===== config.mk =====
export PLATFORM = sky130hd
export DESIGN_NAME = if_fetch_queue
export DESIGN_NICKNAME = d
export VERILOG_FILES = /design/src/rtl/if_pkg.sv /design/src/rtl/if_fetch_queue_chk.sv /design/src/rtl/if_instr_fifo.sv /design/src/rtl/if_fetch_queue.sv
export SDC_FILE = /design/constraint.sdc
export NUM_CORES = 1
export LEC_CHECK = 0
export CORE_UTILIZATION = 40
export CTS_BUF_LIST = sky130_fd_sc_hd__clkbuf_4
export DETAILED_ROUTE_END_ITERATION = 7
export PLACE_DENSITY = 0.59
export SETUP_SLACK_MARGIN = 0.05
export SLEW_MARGIN = 20
export SYNTH_ARGS = -nofsm -noshare
export SYNTH_HDL_FRONTEND = slang
export SYNTH_SLANG_ARGS = --single-unit
export TNS_END_PERCENT = 5

===== constraint.sdc =====
create_clock -name clk -period 3.1 [get_ports clk]
set_input_delay 0.62 -clock clk [delete_from_list [all_inputs] [get_ports clk]]
set_output_delay 0.62 -clock clk [all_outputs]
set_load 0.01 [all_outputs]

===== src/rtl/if_pkg.sv =====
// Shared constants and the default queue entry type for the instruction-fetch front end.
package if_pkg;

    localparam int PC_W_DEF    = 16;
    localparam int INSTR_W_DEF = 32;
    localparam int DEPTH_DEF   = 4;
    localparam int PC_INC      = 4;

    typedef struct packed {
        logic [PC_W_DEF-1:0]    pc;
        logic [INSTR_W_DEF-1:0] instr;
    } if_entry_t;

endpackage


===== src/rtl/if_fetch_queue_chk.sv =====
// Invariants of the fetch credit scheme; any firing indicates a design error.
module if_fetch_queue_chk #(
    parameter int DEPTH = 4,
    parameter int CW    = 3
) (
    input logic          clk,
    input logic          rst_n,
    input logic [CW-1:0] out_cnt,
    input logic [CW-1:0] drop_cnt,
    input logic [CW-1:0] occ,
    input logic          push,
    input logic          full,
    input logic          rsp_valid
);

    a_out_cnt_max: assert property (@(posedge clk) disable iff (!rst_n) out_cnt <= CW'(DEPTH));
    a_occ_max:     assert property (@(posedge clk) disable iff (!rst_n) occ <= CW'(DEPTH));
    a_drop_le_out: assert property (@(posedge clk) disable iff (!rst_n) drop_cnt <= out_cnt);
    a_push_full:   assert property (@(posedge clk) disable iff (!rst_n) !(push && full));
    a_rsp_owed:    assert property (@(posedge clk) disable iff (!rst_n) !(rsp_valid && out_cnt == {CW{1'b0}}));

endmodule


===== src/rtl/if_instr_fifo.sv =====
// Synchronous FIFO of fetched entries; flush empties it in one cycle and wins over push/pop.
module if_instr_fifo
    import if_pkg::*;
#(
    parameter type entry_t = if_entry_t,
    parameter int  DEPTH   = DEPTH_DEF,
    localparam int AW      = $clog2(DEPTH)
) (
    input  logic          clk,
    input  logic          rst_n,
    input  logic          push,
    input  logic          pop,
    input  logic          flush,
    input  entry_t        push_data,
    output entry_t        head,
    output logic          full,
    output logic          empty,
    output logic [AW:0]   count
);

    entry_t          mem_r [DEPTH];
    logic [AW-1:0]   wr_ptr_r;
    logic [AW-1:0]   rd_ptr_r;
    logic [AW:0]     count_r;
    logic            do_push_s;
    logic            do_pop_s;

    assign full      = (count_r == (AW+1)'(DEPTH));
    assign empty     = (count_r == {(AW+1){1'b0}});
    assign count     = count_r;
    assign head      = mem_r[rd_ptr_r];
    assign do_push_s = push && !full;
    assign do_pop_s  = pop && !empty;

    // Pointer and occupancy bookkeeping.
    always_ff @(posedge clk or negedge rst_n) begin
        if (!rst_n) begin
            wr_ptr_r <= {AW{1'b0}};
            rd_ptr_r <= {AW{1'b0}};
            count_r  <= {(AW+1){1'b0}};
        end else if (flush) begin
            wr_ptr_r <= {AW{1'b0}};
            rd_ptr_r <= {AW{1'b0}};
            count_r  <= {(AW+1){1'b0}};
        end else begin
            if (do_push_s) wr_ptr_r <= wr_ptr_r + AW'(1);
            if (do_pop_s)  rd_ptr_r <= rd_ptr_r + AW'(1);
            case ({do_push_s, do_pop_s})
                2'b10:   count_r <= count_r + (AW+1)'(1);
                2'b01:   count_r <= count_r - (AW+1)'(1);
                default: count_r <= count_r;
            endcase
        end
    end

    // Entry storage.
    always_ff @(posedge clk or negedge rst_n) begin
        if (!rst_n) begin
            for (int i = 0; i < DEPTH; i++) mem_r[i] <= '0;
        end else if (do_push_s && !flush) begin
            mem_r[wr_ptr_r] <= push_data;
        end else begin
            mem_r[wr_ptr_r] <= mem_r[wr_ptr_r];
        end
    end

endmodule


===== src/rtl/if_fetch_queue.sv =====
// Instruction-fetch front end: PC-sequential requests with bounded credits, a prefetch queue
// toward decode, and redirect handling that drops responses still in flight.
module if_fetch_queue
    import if_pkg::*;
#(
    parameter int              PC_W     = PC_W_DEF,
    parameter int              INSTR_W  = INSTR_W_DEF,
    parameter int              DEPTH    = DEPTH_DEF,
    parameter logic [PC_W-1:0] RESET_PC = {PC_W{1'b0}}
) (
    input  logic               clk,
    input  logic               reset,
    input  logic               pc_src,
    input  logic [PC_W-1:0]    dest_pc,
    output logic               imem_req_valid,
    input  logic               imem_req_ready,
    output logic [PC_W-1:0]    imem_addr,
    input  logic               imem_rsp_valid,
    input  logic [INSTR_W-1:0] imem_rsp_data,
    output logic               valid_D,
    input  logic               ready_D,
    output logic [INSTR_W-1:0] instr_D,
    output logic [PC_W-1:0]    pc_D,
    output logic [PC_W-1:0]    pc_plus4_D
);

    localparam int              CW      = $clog2(DEPTH) + 1;
    localparam logic [PC_W-1:0] PC_STEP = PC_W'(PC_INC);

    typedef struct packed {
        logic [PC_W-1:0]    pc;
        logic [INSTR_W-1:0] instr;
    } fq_entry_t;

    logic [PC_W-1:0] fetch_pc_r;
    logic [PC_W-1:0] rsp_pc_r;
    logic [CW-1:0]   out_cnt_r;
    logic [CW-1:0]   drop_cnt_r;
    logic [CW-1:0]   occ_s;
    logic [CW:0]     credit_s;
    logic [PC_W-1:0] target_s;
    logic            req_ok_s;
    logic            req_fire_s;
    logic            rsp_drop_s;
    logic            push_s;
    logic            pop_s;
    logic            fifo_full_s;
    logic            fifo_empty_s;
    fq_entry_t       push_entry_s;
    fq_entry_t       head_s;

    // Request credit: never let queued plus live in-flight entries exceed the queue size.
    always_comb begin
        target_s   = dest_pc & ~PC_W'(2'b11);
        credit_s   = {1'b0, occ_s} + {1'b0, out_cnt_r} - {1'b0, drop_cnt_r};
        req_ok_s   = !pc_src && (out_cnt_r < CW'(DEPTH)) && (credit_s < (CW+1)'(DEPTH));
        req_fire_s = reset && req_ok_s && imem_req_ready;
        rsp_drop_s = (drop_cnt_r != {CW{1'b0}});
        push_s     = imem_rsp_valid && !rsp_drop_s && !pc_src;
        pop_s      = valid_D && ready_D && !pc_src;
        push_entry_s.pc    = rsp_pc_r;
        push_entry_s.instr = imem_rsp_data;
    end

    assign imem_req_valid = reset && req_ok_s;
    assign imem_addr      = fetch_pc_r;
    assign valid_D        = !fifo_empty_s;

    // Fetch PC, response PC and the outstanding/drop counters.
    always_ff @(posedge clk or negedge reset) begin
        if (!reset) begin
            fetch_pc_r <= RESET_PC;
            rsp_pc_r   <= RESET_PC;
            out_cnt_r  <= {CW{1'b0}};
            drop_cnt_r <= {CW{1'b0}};
        end else begin
            out_cnt_r <= out_cnt_r + CW'(req_fire_s) - CW'(imem_rsp_valid);
            if (pc_src) begin
                fetch_pc_r <= target_s;
                rsp_pc_r   <= target_s;
                drop_cnt_r <= out_cnt_r - CW'(imem_rsp_valid);
            end else begin
                if (req_fire_s) fetch_pc_r <= fetch_pc_r + PC_STEP;
                if (imem_rsp_valid && rsp_drop_s)  drop_cnt_r <= drop_cnt_r - CW'(1);
                if (imem_rsp_valid && !rsp_drop_s) rsp_pc_r   <= rsp_pc_r + PC_STEP;
            end
        end
    end

    // Decode-side view of the head entry; zero whenever nothing is presented.
    always_comb begin
        if (valid_D) begin
            instr_D    = head_s.instr;
            pc_D       = head_s.pc;
            pc_plus4_D = head_s.pc + PC_STEP;
        end else begin
            instr_D    = {INSTR_W{1'b0}};
            pc_D       = {PC_W{1'b0}};
            pc_plus4_D = {PC_W{1'b0}};
        end
    end

    if_instr_fifo #(
        .entry_t (fq_entry_t),
        .DEPTH   (DEPTH)
    ) u_fifo (
        .clk       (clk),
        .rst_n     (reset),
        .push      (push_s),
        .pop       (pop_s),
        .flush     (pc_src),
        .push_data (push_entry_s),
        .head      (head_s),
        .full      (fifo_full_s),
        .empty     (fifo_empty_s),
        .count     (occ_s)
    );

    if_fetch_queue_chk #(
        .DEPTH (DEPTH),
        .CW    (CW)
    ) u_chk (
        .clk       (clk),
        .rst_n     (reset),
        .out_cnt   (out_cnt_r),
        .drop_cnt  (drop_cnt_r),
        .occ       (occ_s),
        .push      (push_s),
        .full      (fifo_full_s),
        .rsp_valid (imem_rsp_valid)
    );

endmodule


==> metrics.csv <==
metric;value;unit
Fmax achieved;0.296;GHz
critical path arrival;2760;ps
Power Density;869;mW/mm2
IO Pins;136;
core footprint;0.0315;mm2
Die W;181;um
Die ar.;0.0327;mm2
largest cells by area after synthesis;dfrtp_1, mux4_2, a21oi_1, nor2_1, mux2i_1;
Layout Skew;45.5;ps
critical path endpoint category;output pin;
worst vdd ir;0.000356;V
Slew Viols, Final;0;
Setup WS post-layout;-282;ps
Avg Cell Area, Syn;11.2;um2
Post-synth ARST share;1.00;
Final Cycle Share;1.09;
Pint;0.00891;W
setup violators final;15;
Switching Fraction;0.358;
Skew-Pair Late Insertion Delay;670;ps
Final #Nets;1427;
Final Critical Period;3380;ps
DRT Pass-1 Iters;7;
Synth Flop Type;dfrtp_1;
Worst Hold Margin;344;ps
worst path required time;2480;ps
sequential share of the synthesized area;0.456;
fill cell count;2864;
Crit Path Category;reg -> out;
nature of the critical path startpoint;flip-flop;
CP max stage delay;520;ps
hold crit path type;in -> async;
synthesized cell area;0.0128;mm2
Overflow after GRT;0;
setup TNS;-2000;ps
crit path cell chain;inv_2, fa_1, inv_1, ha_1, and3b_2, o211a_1, buf_6, o21a_1, buf_2;
YS warnings;0;
H-tree depth;3;
unrepaired setup endpoints after global routing;true;
TritonCTS clock tree;yes;
Distinct cells, synth;55;
Seq pwr share;0.333;
number of global-route vias before repair;9897;
Clk pin slew, worst setup/hold paths;70;ps
clock sink total;233;
TritonCTS Buffers;68;
largest net degree at the start of global routing;79;
leading area contributor after synthesis;dfrtp_1;
outcome;finished, violations left;
Multi-input gate area;0.00657;mm2
DRC violations left;2;
Yosys top cell area share;0.456;
root buffer cell;clkbuf_4;
Starting Density;0.406;
max capacitance violation total;0;
FF/Latch Area;0.00584;mm2
initial antenna violation count;1;
Clk pwr share;0.227;
Crit Path Max Fanout;2;
share of cells above drive strength 1;0.308;
total number of vias;9656;
Comb pwr share;0.440;
Vert. Die Dim;181;um
Max-slew headroom;0.479;
post-synthesis sequential element count;233;
Routability Congestion;0.810;
IO buf count;131;
wire per inst;17.9;um
final hold violation count;0;
failing checks;design-rule violations, negative setup slack;
Psw;0.00497;W
slowest CP cell;fa_1;
Syn Inst Count;1138;
Starting DRT DRC Count;560;
# rows;65;
maximum buffer depth of the clock tree;3;
Synth-to-Final Area Change;25.1;%
GR Util All Layers;0.205;
ANT nets after route;0;
leakage;6.07;nW
vias per cell;5.33;
dpl hpwl;20900;um
first-pass GRT wire length;53100;um
EDFF count, synth;0;
worst-margin pin slew;781;ps
routed wire length;32400;um
[worst paths after layout]
path	depth (start not counted)	to	startpoint	slack (ps)
setup / recovery	9	imem_req_valid	out_cnt_r[1]$_DFF_PN0_	-280
hold / removal	2	imem_addr[13]$_DFFE_PN0P_	reset	340
setup reg to reg	15	out_cnt_r[2]$_DFF_PN0_	out_cnt_r[1]$_DFF_PN0_	-100
hold reg to reg	1	u_fifo.mem_r[33]$_DFFE_PN0P_	u_fifo.mem_r[33]$_DFFE_PN0P_	530
max in group asynchronous	4	u_fifo.wr_ptr_r[1]$_DFFE_PN0P_	reset	1180
min in group clk	1	u_fifo.mem_r[33]$_DFFE_PN0P_	u_fifo.mem_r[33]$_DFFE_PN0P_	530
[sequential cells by signal (all words and copies together), names as in the netlist]
| signal | count |
|---|---|
| u_fifo.mem_r | 192 |
| rsp_pc_r | 14 |
| drop_cnt_r | 3 |
| u_fifo.count | 3 |
| imem_addr | 14 |
| u_fifo.rd_ptr_r | 2 |
| u_fifo.wr_ptr_r | 2 |
| out_cnt_r | 3 |
[power groups by stage]
| stage | clock, W | sequential, W | combinational (W) |
|---|---|---|---|
| 2_1_floorplan | 0 | 0.00440 | 0.00378 |
| 3_3_place_gp | 0 | 0.00460 | 0.00588 |
| 3_5_place_dp | 0 | 0.00465 | 0.00598 |
| 4_1_cts | 0.00326 | 0.00461 | 0.00613 |
| 5_1_grt | 0.00345 | 0.00475 | 0.00673 |
| 6_report | 0.00315 | 0.00462 | 0.00611 |
[worst max-delay path, delay by kind of cell (launching register included)]
kind	cells	cell delay (ps)
adders and majority gates	2	780
DFF	1	350
and+or+nand+nor	1	220
buffers and inverters	4	350
AOI/OAI and AO/OA	2	420
[area by class of cell]
cell class,count,area share
repair buffers,231,0.127
flip-flops and latches,233,0.366
well taps,402,0.0315
clock buffers,106,0.0498
multi-input cells,799,0.411
inverters,20,0.00470
clock inverters,18,0.00979
diodes,1,0.000157
[metrics by stage]
| stage | util | setup WS [ps] | total power (W) | area [um2] | cells |
|---|---|---|---|---|---|
| after floorplan | - | -104 | 0.00818 | 12800 | 1139 |
| after global placement | 0.476 | -59.5 | 0.0105 | 15000 | 1671 |
| after detailed placement | 0.476 | -87.7 | 0.0106 | 15000 | 1671 |
| after CTS | 0.510 | -365 | 0.0140 | 16000 | 1808 |
| after global routing | 0.508 | -434 | 0.0149 | 16000 | 1810 |
| final | 0.508 | -282 | 0.0139 | 16000 | 1810 |
[placed cells by master (no fill, tap or decap), drive strengths merged, types with 21 or more instances in the layout]
master,n
inv,21
buf,115
mux2,26
and2,50
a21oi,192
dfrtp,233
mux4,96
clkbuf,141
mux2i,46
xnor2,28
nor2,209
clkdlybuf4s50,65
[layer usage]
metal,global-route usage,routed length [um],vias up
met5,0,0,-
met4,0.0660,541,0
met3,0.0393,1460,41
met2,0.336,15800,233
met1,0.274,14600,4817
li1,-,-,4565
[Yosys cell counts, types with 13 or more instances]
library cell / number
xnor2_1: 28
nand2_1: 20
mux2i_1: 46
and2_1: 49
mux4_2: 86
inv_1: 20
mux2_2: 26
dfrtp_1: 233
nor2_1: 209
ha_1: 16
a21oi_1: 192
clkbuf_1: 59
xor2_1: 13
[logic make-up (layout without fill, tap and decap cells)]
family                     count (synthesis)  after routing  share of synthesized area
and+or+nand+nor                          341            341                      0.125
AOI/OAI and AO/OA                        227            227                     0.0960
adders and majority gates                 20             20                     0.0219
buffers and inverters                    107            375                     0.0413
xor gates and xnor gates                  41             41                     0.0281
muxes                                    168            168                      0.231
other                                      1              3                   0.000294
DFF                                      233            233                      0.456
[timing repair]
action,4_1_cts,5_1_grt
hold buffers,1,0
endpoints found under the setup margin,67,65
pin swaps,22,10
buffers inserted,14,3
resized for setup,163,86
hold endpoints to repair,12,0
Power figures use the tool's default switching activity.
